### src/rtl/ddr2_init_seq_if.sv
// DDR2 command/address pin bundle driven by the power-up init sequencer.
//   cke                       clock enable
//   csbar/rasbar/casbar/webar command pins
//   ba[1:0], a[12:0]          bank / address (mode register value during MRS)
//   odt                       on-die termination
//   init_done                 sequence complete
// master: the sequencer (drives everything); slave: the pin mux / DRAM side.
interface ddr2_init_seq_if;
    logic        cke;
    logic        csbar;
    logic        rasbar;
    logic        casbar;
    logic        webar;
    logic [1:0]  ba;
    logic [12:0] a;
    logic        odt;
    logic        init_done;

    modport master (
        output cke, csbar, rasbar, casbar, webar, ba, a, odt, init_done
    );

    modport slave (
        input cke, csbar, rasbar, casbar, webar, ba, a, odt, init_done
    );
endinterface

### src/rtl/ddr2_init_seq.sv
// DDR2 (512 Mb x16) JEDEC power-up initialization sequencer.
// Walks PWRUP -> CKEON -> PALL -> EMR2 -> EMR3 -> EMR1 -> MR(DLL reset) -> PALL
// -> REF -> REF -> MR -> EMR1(OCD default) -> EMR1(OCD exit) -> DLL wait -> DONE.
// Ports:
//   ck        clock; all pin outputs registered on its rising edge
//   resetbar  synchronous active-low reset; restarts the sequence from PWRUP
//   dram      master modport of ddr2_init_seq_if (command/address/cke/odt/init_done)
module ddr2_init_seq #(
    parameter int unsigned T_PWRUP = 53334,
    parameter int unsigned T_NOP   = 107,
    parameter int unsigned T_RP    = 4,
    parameter int unsigned T_MRD   = 2,
    parameter int unsigned T_RFC   = 28,
    parameter int unsigned T_DLL   = 200,
    parameter int unsigned CL      = 4,
    parameter int unsigned BL      = 4,
    parameter int unsigned AL      = 0,
    parameter int unsigned WR      = 4
) (
    input  logic                 ck,
    input  logic                 resetbar,
    ddr2_init_seq_if.master      dram
);

    function automatic int unsigned max2(input int unsigned x, input int unsigned y);
        return (x > y) ? x : y;
    endfunction

    localparam int unsigned T_MAX = max2(max2(max2(T_PWRUP, T_NOP), max2(T_RP, T_MRD)),
                                         max2(T_RFC, T_DLL));
    localparam int unsigned CW    = (T_MAX < 2) ? 1 : $clog2(T_MAX + 1);

    // {csbar, rasbar, casbar, webar}
    localparam logic [3:0] CMD_DESEL = 4'b1111;
    localparam logic [3:0] CMD_NOP   = 4'b0111;
    localparam logic [3:0] CMD_PALL  = 4'b0010;
    localparam logic [3:0] CMD_REF   = 4'b0001;
    localparam logic [3:0] CMD_MRS   = 4'b0000;

    // Mode register images
    localparam logic [2:0]  BL_CODE   = (BL == 8) ? 3'b011 : 3'b010;
    localparam logic [12:0] MR_BASE   = {1'b0, 3'(WR - 1), 1'b0, 1'b0, 3'(CL), 1'b0, BL_CODE};
    localparam logic [12:0] MR_DLL    = MR_BASE | 13'h0100;
    localparam logic [12:0] EMR1_BASE = {3'b000, 3'b000, 1'b0, 3'(AL), 3'b000};
    localparam logic [12:0] EMR1_OCD  = EMR1_BASE | 13'h0380;
    localparam logic [12:0] A_PALL    = 13'h0400;

    typedef enum logic [3:0] {
        S_PWRUP, S_CKEON, S_PALL1, S_EMR2, S_EMR3, S_EMR1, S_MRDLL, S_PALL2,
        S_REF1, S_REF2, S_MR, S_OCDDEF, S_OCDEXIT, S_DLLWAIT, S_DONE
    } state_e;

    state_e         state_q, state_d;
    logic [CW-1:0]  cnt_q, cnt_d;     // cycles already emitted in the current step
    logic [CW-1:0]  dll_q, dll_d;     // cycles since the DLL-reset MRS, saturating
    logic           cke_q, cke_d;
    logic [3:0]     cmd_q, cmd_d;
    logic [1:0]     ba_q, ba_d;
    logic [12:0]    a_q, a_d;
    logic           done_q, done_d;

    state_e         nxt;
    logic [CW-1:0]  dur;
    logic           timed;
    logic           dll_expired;
    logic           first;

    // State and pin registers
    always_ff @(posedge ck) begin
        if (!resetbar) begin
            state_q <= S_PWRUP;
            cnt_q   <= '0;
            dll_q   <= '0;
            cke_q   <= 1'b0;
            cmd_q   <= CMD_DESEL;
            ba_q    <= 2'b00;
            a_q     <= 13'h0000;
            done_q  <= 1'b0;
        end else begin
            state_q <= state_d;
            cnt_q   <= cnt_d;
            dll_q   <= dll_d;
            cke_q   <= cke_d;
            cmd_q   <= cmd_d;
            ba_q    <= ba_d;
            a_q     <= a_d;
            done_q  <= done_d;
        end
    end

    // Next step, next pin values and DLL counter
    always_comb begin
        state_d     = state_q;
        cnt_d       = cnt_q + CW'(1);
        dll_d       = dll_q;
        cke_d       = 1'b1;
        cmd_d       = CMD_NOP;
        ba_d        = 2'b00;
        a_d         = 13'h0000;
        done_d      = 1'b0;
        nxt         = S_DONE;
        dur         = '0;
        timed       = 1'b1;
        dll_expired = (dll_q >= CW'(T_DLL));
        first       = 1'b0;

        // Length of the current step and its successor
        case (state_q)
            S_PWRUP:   begin dur = CW'(T_PWRUP); nxt = S_CKEON;   end
            S_CKEON:   begin dur = CW'(T_NOP);   nxt = S_PALL1;   end
            S_PALL1:   begin dur = CW'(T_RP);    nxt = S_EMR2;    end
            S_EMR2:    begin dur = CW'(T_MRD);   nxt = S_EMR3;    end
            S_EMR3:    begin dur = CW'(T_MRD);   nxt = S_EMR1;    end
            S_EMR1:    begin dur = CW'(T_MRD);   nxt = S_MRDLL;   end
            S_MRDLL:   begin dur = CW'(T_MRD);   nxt = S_PALL2;   end
            S_PALL2:   begin dur = CW'(T_RP);    nxt = S_REF1;    end
            S_REF1:    begin dur = CW'(T_RFC);   nxt = S_REF2;    end
            S_REF2:    begin dur = CW'(T_RFC);   nxt = S_MR;      end
            S_MR:      begin dur = CW'(T_MRD);   nxt = S_OCDDEF;  end
            S_OCDDEF:  begin dur = CW'(T_MRD);   nxt = S_OCDEXIT; end
            // DLL wait is skipped entirely when the DLL counter already expired
            S_OCDEXIT: begin
                dur = CW'(T_MRD);
                nxt = dll_expired ? S_DONE : S_DLLWAIT;
            end
            default:   timed = 1'b0;
        endcase

        if (timed) begin
            if (cnt_q == dur) begin
                state_d = nxt;
                cnt_d   = CW'(1);
            end
        end else begin
            cnt_d = cnt_q;
            if (state_q == S_DLLWAIT && dll_expired) begin
                state_d = S_DONE;
            end
        end

        // Commands occupy only the first cycle of their step; NOP fills the wait
        first = (cnt_d == CW'(1));
        case (state_d)
            S_PWRUP: begin
                cke_d = 1'b0;
                cmd_d = CMD_DESEL;
            end
            S_PALL1, S_PALL2: if (first) begin
                cmd_d = CMD_PALL;
                a_d   = A_PALL;
            end
            S_EMR2: if (first) begin
                cmd_d = CMD_MRS;
                ba_d  = 2'b10;
            end
            S_EMR3: if (first) begin
                cmd_d = CMD_MRS;
                ba_d  = 2'b11;
            end
            S_EMR1, S_OCDEXIT: if (first) begin
                cmd_d = CMD_MRS;
                ba_d  = 2'b01;
                a_d   = EMR1_BASE;
            end
            S_OCDDEF: if (first) begin
                cmd_d = CMD_MRS;
                ba_d  = 2'b01;
                a_d   = EMR1_OCD;
            end
            S_MRDLL: if (first) begin
                cmd_d = CMD_MRS;
                a_d   = MR_DLL;
            end
            S_MR: if (first) begin
                cmd_d = CMD_MRS;
                a_d   = MR_BASE;
            end
            S_REF1, S_REF2: if (first) begin
                cmd_d = CMD_REF;
            end
            S_DONE: done_d = 1'b1;
            default: ;
        endcase

        // DLL counter starts with the DLL-reset MRS and saturates at T_DLL
        if (state_d == S_MRDLL && first) begin
            dll_d = CW'(1);
        end else if (dll_q != '0 && !dll_expired) begin
            dll_d = dll_q + CW'(1);
        end
    end

    assign dram.cke       = cke_q;
    assign dram.csbar     = cmd_q[3];
    assign dram.rasbar    = cmd_q[2];
    assign dram.casbar    = cmd_q[1];
    assign dram.webar     = cmd_q[0];
    assign dram.ba        = ba_q;
    assign dram.a         = a_q;
    assign dram.odt       = 1'b0;
    assign dram.init_done = done_q;

endmodule

### src/flat_wrapper.sv
// flat-port wrapper written by rule: the top's interface ports become plain ports
module ddr2_init_seq_flat 
#(
    parameter int unsigned T_PWRUP = 53334,
    parameter int unsigned T_NOP   = 107,
    parameter int unsigned T_RP    = 4,
    parameter int unsigned T_MRD   = 2,
    parameter int unsigned T_RFC   = 28,
    parameter int unsigned T_DLL   = 200,
    parameter int unsigned CL      = 4,
    parameter int unsigned BL      = 4,
    parameter int unsigned AL      = 0,
    parameter int unsigned WR      = 4
)
  (ck, resetbar, dram_cke, dram_csbar, dram_rasbar, dram_casbar, dram_webar, dram_ba, dram_a, dram_odt, dram_init_done);
  ddr2_init_seq_if dram_i ();
  input  logic ck;
  input  logic resetbar;
  output wire logic [$bits(dram_i.cke)-1:0] dram_cke;
  output wire logic [$bits(dram_i.csbar)-1:0] dram_csbar;
  output wire logic [$bits(dram_i.rasbar)-1:0] dram_rasbar;
  output wire logic [$bits(dram_i.casbar)-1:0] dram_casbar;
  output wire logic [$bits(dram_i.webar)-1:0] dram_webar;
  output wire logic [$bits(dram_i.ba)-1:0] dram_ba;
  output wire logic [$bits(dram_i.a)-1:0] dram_a;
  output wire logic [$bits(dram_i.odt)-1:0] dram_odt;
  output wire logic [$bits(dram_i.init_done)-1:0] dram_init_done;
  assign dram_cke = dram_i.cke;
  assign dram_csbar = dram_i.csbar;
  assign dram_rasbar = dram_i.rasbar;
  assign dram_casbar = dram_i.casbar;
  assign dram_webar = dram_i.webar;
  assign dram_ba = dram_i.ba;
  assign dram_a = dram_i.a;
  assign dram_odt = dram_i.odt;
  assign dram_init_done = dram_i.init_done;
  ddr2_init_seq #(.T_PWRUP(T_PWRUP), .T_NOP(T_NOP), .T_RP(T_RP), .T_MRD(T_MRD), .T_RFC(T_RFC), .T_DLL(T_DLL), .CL(CL), .BL(BL), .AL(AL), .WR(WR)) u_core (.ck(ck), .resetbar(resetbar), .dram(dram_i));
endmodule
### config.mk
export PLATFORM = sky130hd
export DESIGN_NAME = ddr2_init_seq_flat
export DESIGN_NICKNAME = d
export VERILOG_FILES = /design/src/rtl/ddr2_init_seq_if.sv /design/src/rtl/ddr2_init_seq.sv /design/src/flat_wrapper.sv
export SDC_FILE = /design/constraint.sdc
export NUM_CORES = 1
export LEC_CHECK = 0
export CORE_MARGIN = 3
export CORE_UTILIZATION = 45
export DETAILED_ROUTE_END_ITERATION = 10
export SYNTH_ARGS = -nofsm -noshare
export SYNTH_HDL_FRONTEND = slang
export SYNTH_SLANG_ARGS = --single-unit
### constraint.sdc
create_clock -name ck -period 4.1 [get_ports ck]
set_input_delay 0.82 -clock ck [delete_from_list [all_inputs] [get_ports ck]]
set_output_delay 0.82 -clock ck [all_outputs]
set_load 0.02 [all_outputs]
==> summary.txt <==
Status
  • Status: finished, final reports clean

Detailed routing
  • Avg Vias per Cell: 6.03
  • First DRT Iteration DRCs: 331
  • DR WL/cell: 15.3 um
  • Remaining antenna violation count: 0
  • Via count: 2576
  • Initial DRT Pass Iterations: 6
  • Total Wirelength: 6.55 mm
  • Post-route DRC: 0

Finish
  • Final #Nets: 356
  • Most frequent cells in the layout: dfxtp_1 (49), nor2_1 (30), nand2_1 (27)
  • Final Non-Filler Cells: 427
  • Commonest non-fill, non-tap cell in the layout: dfxtp_1
  • # diodes: 0
  • Final core utilization: 0.510
  • Filler cell count: 621
  • Ratio of cells with drive above 1 in the final layout: 0.0795
  • Layout area overhead: 6.97%

Place
  • Placed Cells: 419
  • Routability Congestion: 0.872
  • Pre-CTS WS: 0.619 ns
  • DP Wirelength: 4.52 mm
  • Port Buffers: 15

Synthesis
  • Post-synthesis mux area share: 0.0138
  • Number of library cell types mapped by synthesis: 66
  • Synthesized area: 2910 sq um
  • Largest family of logic cells by synthesized area: simple AND/OR/NAND/NOR gates
  • Total number of yosys warnings: 0
  • Post-synth EDFFs: 0
  • Post-Synth XOR/XNOR Area: 0.0692
  • Synth Area in Adders: 0.0129
  • Fraction of registers with async set/reset: 0
  • Seq cells post-synth: 49
  • Avg Inst Size Synth: 8.22 sq um
  • Synth Area in Simple Gates: 0.307
  • Synth Area in Compound Gates: 0.176
  • Post-synthesis sequential area ratio: 0.337
  • Primary FF master, synth: dfxtp_1
  • Mapped Cells: 354

Run
  • Max-Cap Viols: 0

Power
  • LEAKAGE: 1.05 nW
  • Final Power: 0.882 mW
  • VDD IR max: 0.000223 V
  • P per Cell Area: 283 nW/um^2

Critical path
  • Critical Path AT: 3.69 ns
  • Max FO, Critical Path: 15
  • Critical path class: flip-flop to flip-flop
  • CP cell instances: o211a_1 -> nor3_1 -> nand3_1 -> a32oi_1 -> nand3b_4 -> a21bo_1 -> or4_4
  • Crit start category: flip-flop
  • Worst path required time: 4.29 ns
  • Slowest-stage cell, CP: nor3_1
  • CP Capture Type: flip-flop
  • Worst path max stage delay: 0.94 ns

Floorplan
  • I/O pin count: 24
  • Die footprint: 7460 sq um
  • Die span in x: 86.4 um
  • Die height: 86.4 um
  • # rows: 28
  • Total core area: 6100 sq um
  • Initial Util: 0.477

Timing
  • Slew @ Worst Pin: 1.11 ns
  • Fin crit share: 0.853
  • Pins over their slew limit: 0
  • Final setup viols: 0
  • Final setup margin: 0.603 ns
  • Max Fclk: 0.286 GHz
  • Final Critical Period: 3.50 ns
  • Slew headroom: 0.254
  • Final setup skew: 0.00898 ns
  • Unrepaired setup endpoints after global routing: no
  • Final setup TNS: 0 ns
  • Final hold viol count: 0

Min path
  • Hold crit path type: flip-flop to flip-flop

CTS
  • Root Driver: clkbuf_8
  • Clock Latency Late Sink: 0.31 ns
  • TritonCTS buffer count: 5
  • Post-cts sizing count: 0
  • Clock Sinks: 49
  • Max Root-Sink Buffers: 2
  • Hold-fix buffers, CTS: 0
  • Post-CTS setup buffers: 0
  • Maximum level of the CTS H-tree: 2
  • CTS tree: yes
  • Clock Pin Slew Worst Setup and Hold Paths: 0.11 ns

Global routing
  • Initial antenna violation count: 0
  • GRT overflow: 0
  • Vias in the first global route: 2254
  • Tot GR Track Use: 0.181
  • First-pass GRT wire length: 11.1 mm
  • Largest net degree at the start of global routing: 23
-- synthesized netlist by cell type (2+ instances only) --
cell	number	area, sq um
dfxtp_1	49	981
nor2_1	30	113
nand2_1	27	101
nand4_1	16	100
nor3_1	15	75.1
xnor2_1	14	123
clkbuf_1	13	48.8
a21oi_1	12	60.1
buf_2	12	60.1
nand3_1	12	60.1
nor4_1	12	75.1
a31oi_1	9	56.3
buf_4	9	67.6
nor3b_1	9	67.6
xor2_1	9	78.8
inv_1	8	30.0
o21ai_0	8	40.0
and3_1	7	43.8
a211o_1	5	43.8
and2_1	5	31.3
or3_1	5	31.3
mux2i_1	4	40.0
nand2b_1	4	25.0
a211oi_1	3	22.5
a31o_2	3	26.3
ha_1	3	37.5
nor2b_1	3	18.8
nor4b_1	3	26.3
a21o_1	2	15.0
buf_6	2	22.5
nor4bb_1	2	20.0
o211ai_1	2	15.0
o21ai_1	2	10.0
o221a_2	2	22.5
o31ai_1	2	15.0
-- cell families (layout without fill, tap and decap cells) --
kind of cell / count (synthesis) / in the layout
AO/OA/AOI/OAI: 67 / 67
XOR/XNOR: 23 / 23
adder cells (fa/ha/maj): 3 / 3
buffers and inverters: 47 / 38
flip-flops: 49 / 49
multiplexers: 4 / 4
other: 1 / 8
AND/OR/NAND/NOR: 160 / 160
-- state kept, by name, indices dropped and copies added (netlist names) --
signal                 cells
u_core.dram.a              5
u_core.dram.init_done      1
u_core.cmd_q               4
u_core.state_q             4
u_core.dll_q              16
u_core.dram.ba             2
u_core.dram.cke            1
u_core.cnt_q              16
-- through the flow --
stage | hold slack (ns) | instance area, sq um
2_1_floorplan | 0.457 | 2940
3_3_place_gp | 0.464 | 3010
3_5_place_dp | 0.469 | 3010
4_1_cts | 0.484 | 3110
5_1_grt | 0.501 | 3110
6_report | 0.481 | 3110
-- per-layer routing --
layer,share of wire,GRT usage,up-vias
li1,-,-,1268
met1,0.48,0.268,1173
met2,0.44,0.265,122
met3,0.068,0.0333,13
met4,0.012,0.0552,0
met5,0,0,-
-- worst max-delay path, delay by kind of cell, from the launching register on --
family	cells	cell delay (ns)
AO/OA/AOI/OAI	3	1.14
AND/OR/NAND/NOR	4	1.74
flip-flops	1	0.48
-- final timing paths --
check | slack [ns] | depth (start not counted) | start | endpoint
setup / recovery | 0.60 | 7 | u_core.state_q[0] | u_core.cmd_q[2]
hold / removal | 0.48 | 1 | u_core.dll_q[15] | u_core.dll_q[15]
setup reg to reg | 0.60 | 7 | u_core.state_q[0] | u_core.cmd_q[2]
hold reg to reg | 0.48 | 1 | u_core.dll_q[15] | u_core.dll_q[15]
-- report_power, final --
part | internal, mW | switching (mW)
combinational | 0.0268 | 0.0492
clock | 0.128 | 0.186
sequential | 0.481 | 0.0101
-- cell type report --
cell class                 count  area (sq um)  share of cell area
tap                           75          93.8              0.0302
inverter                      10          37.5              0.0121
clock buffer                   5          68.8              0.0221
timing repair buffer          20           188              0.0603
clock inverter                 3          28.8             0.00925
multi-input combinational    265          1710               0.551
sequential                    49           981               0.315
(Power assumes the default switching activity.)
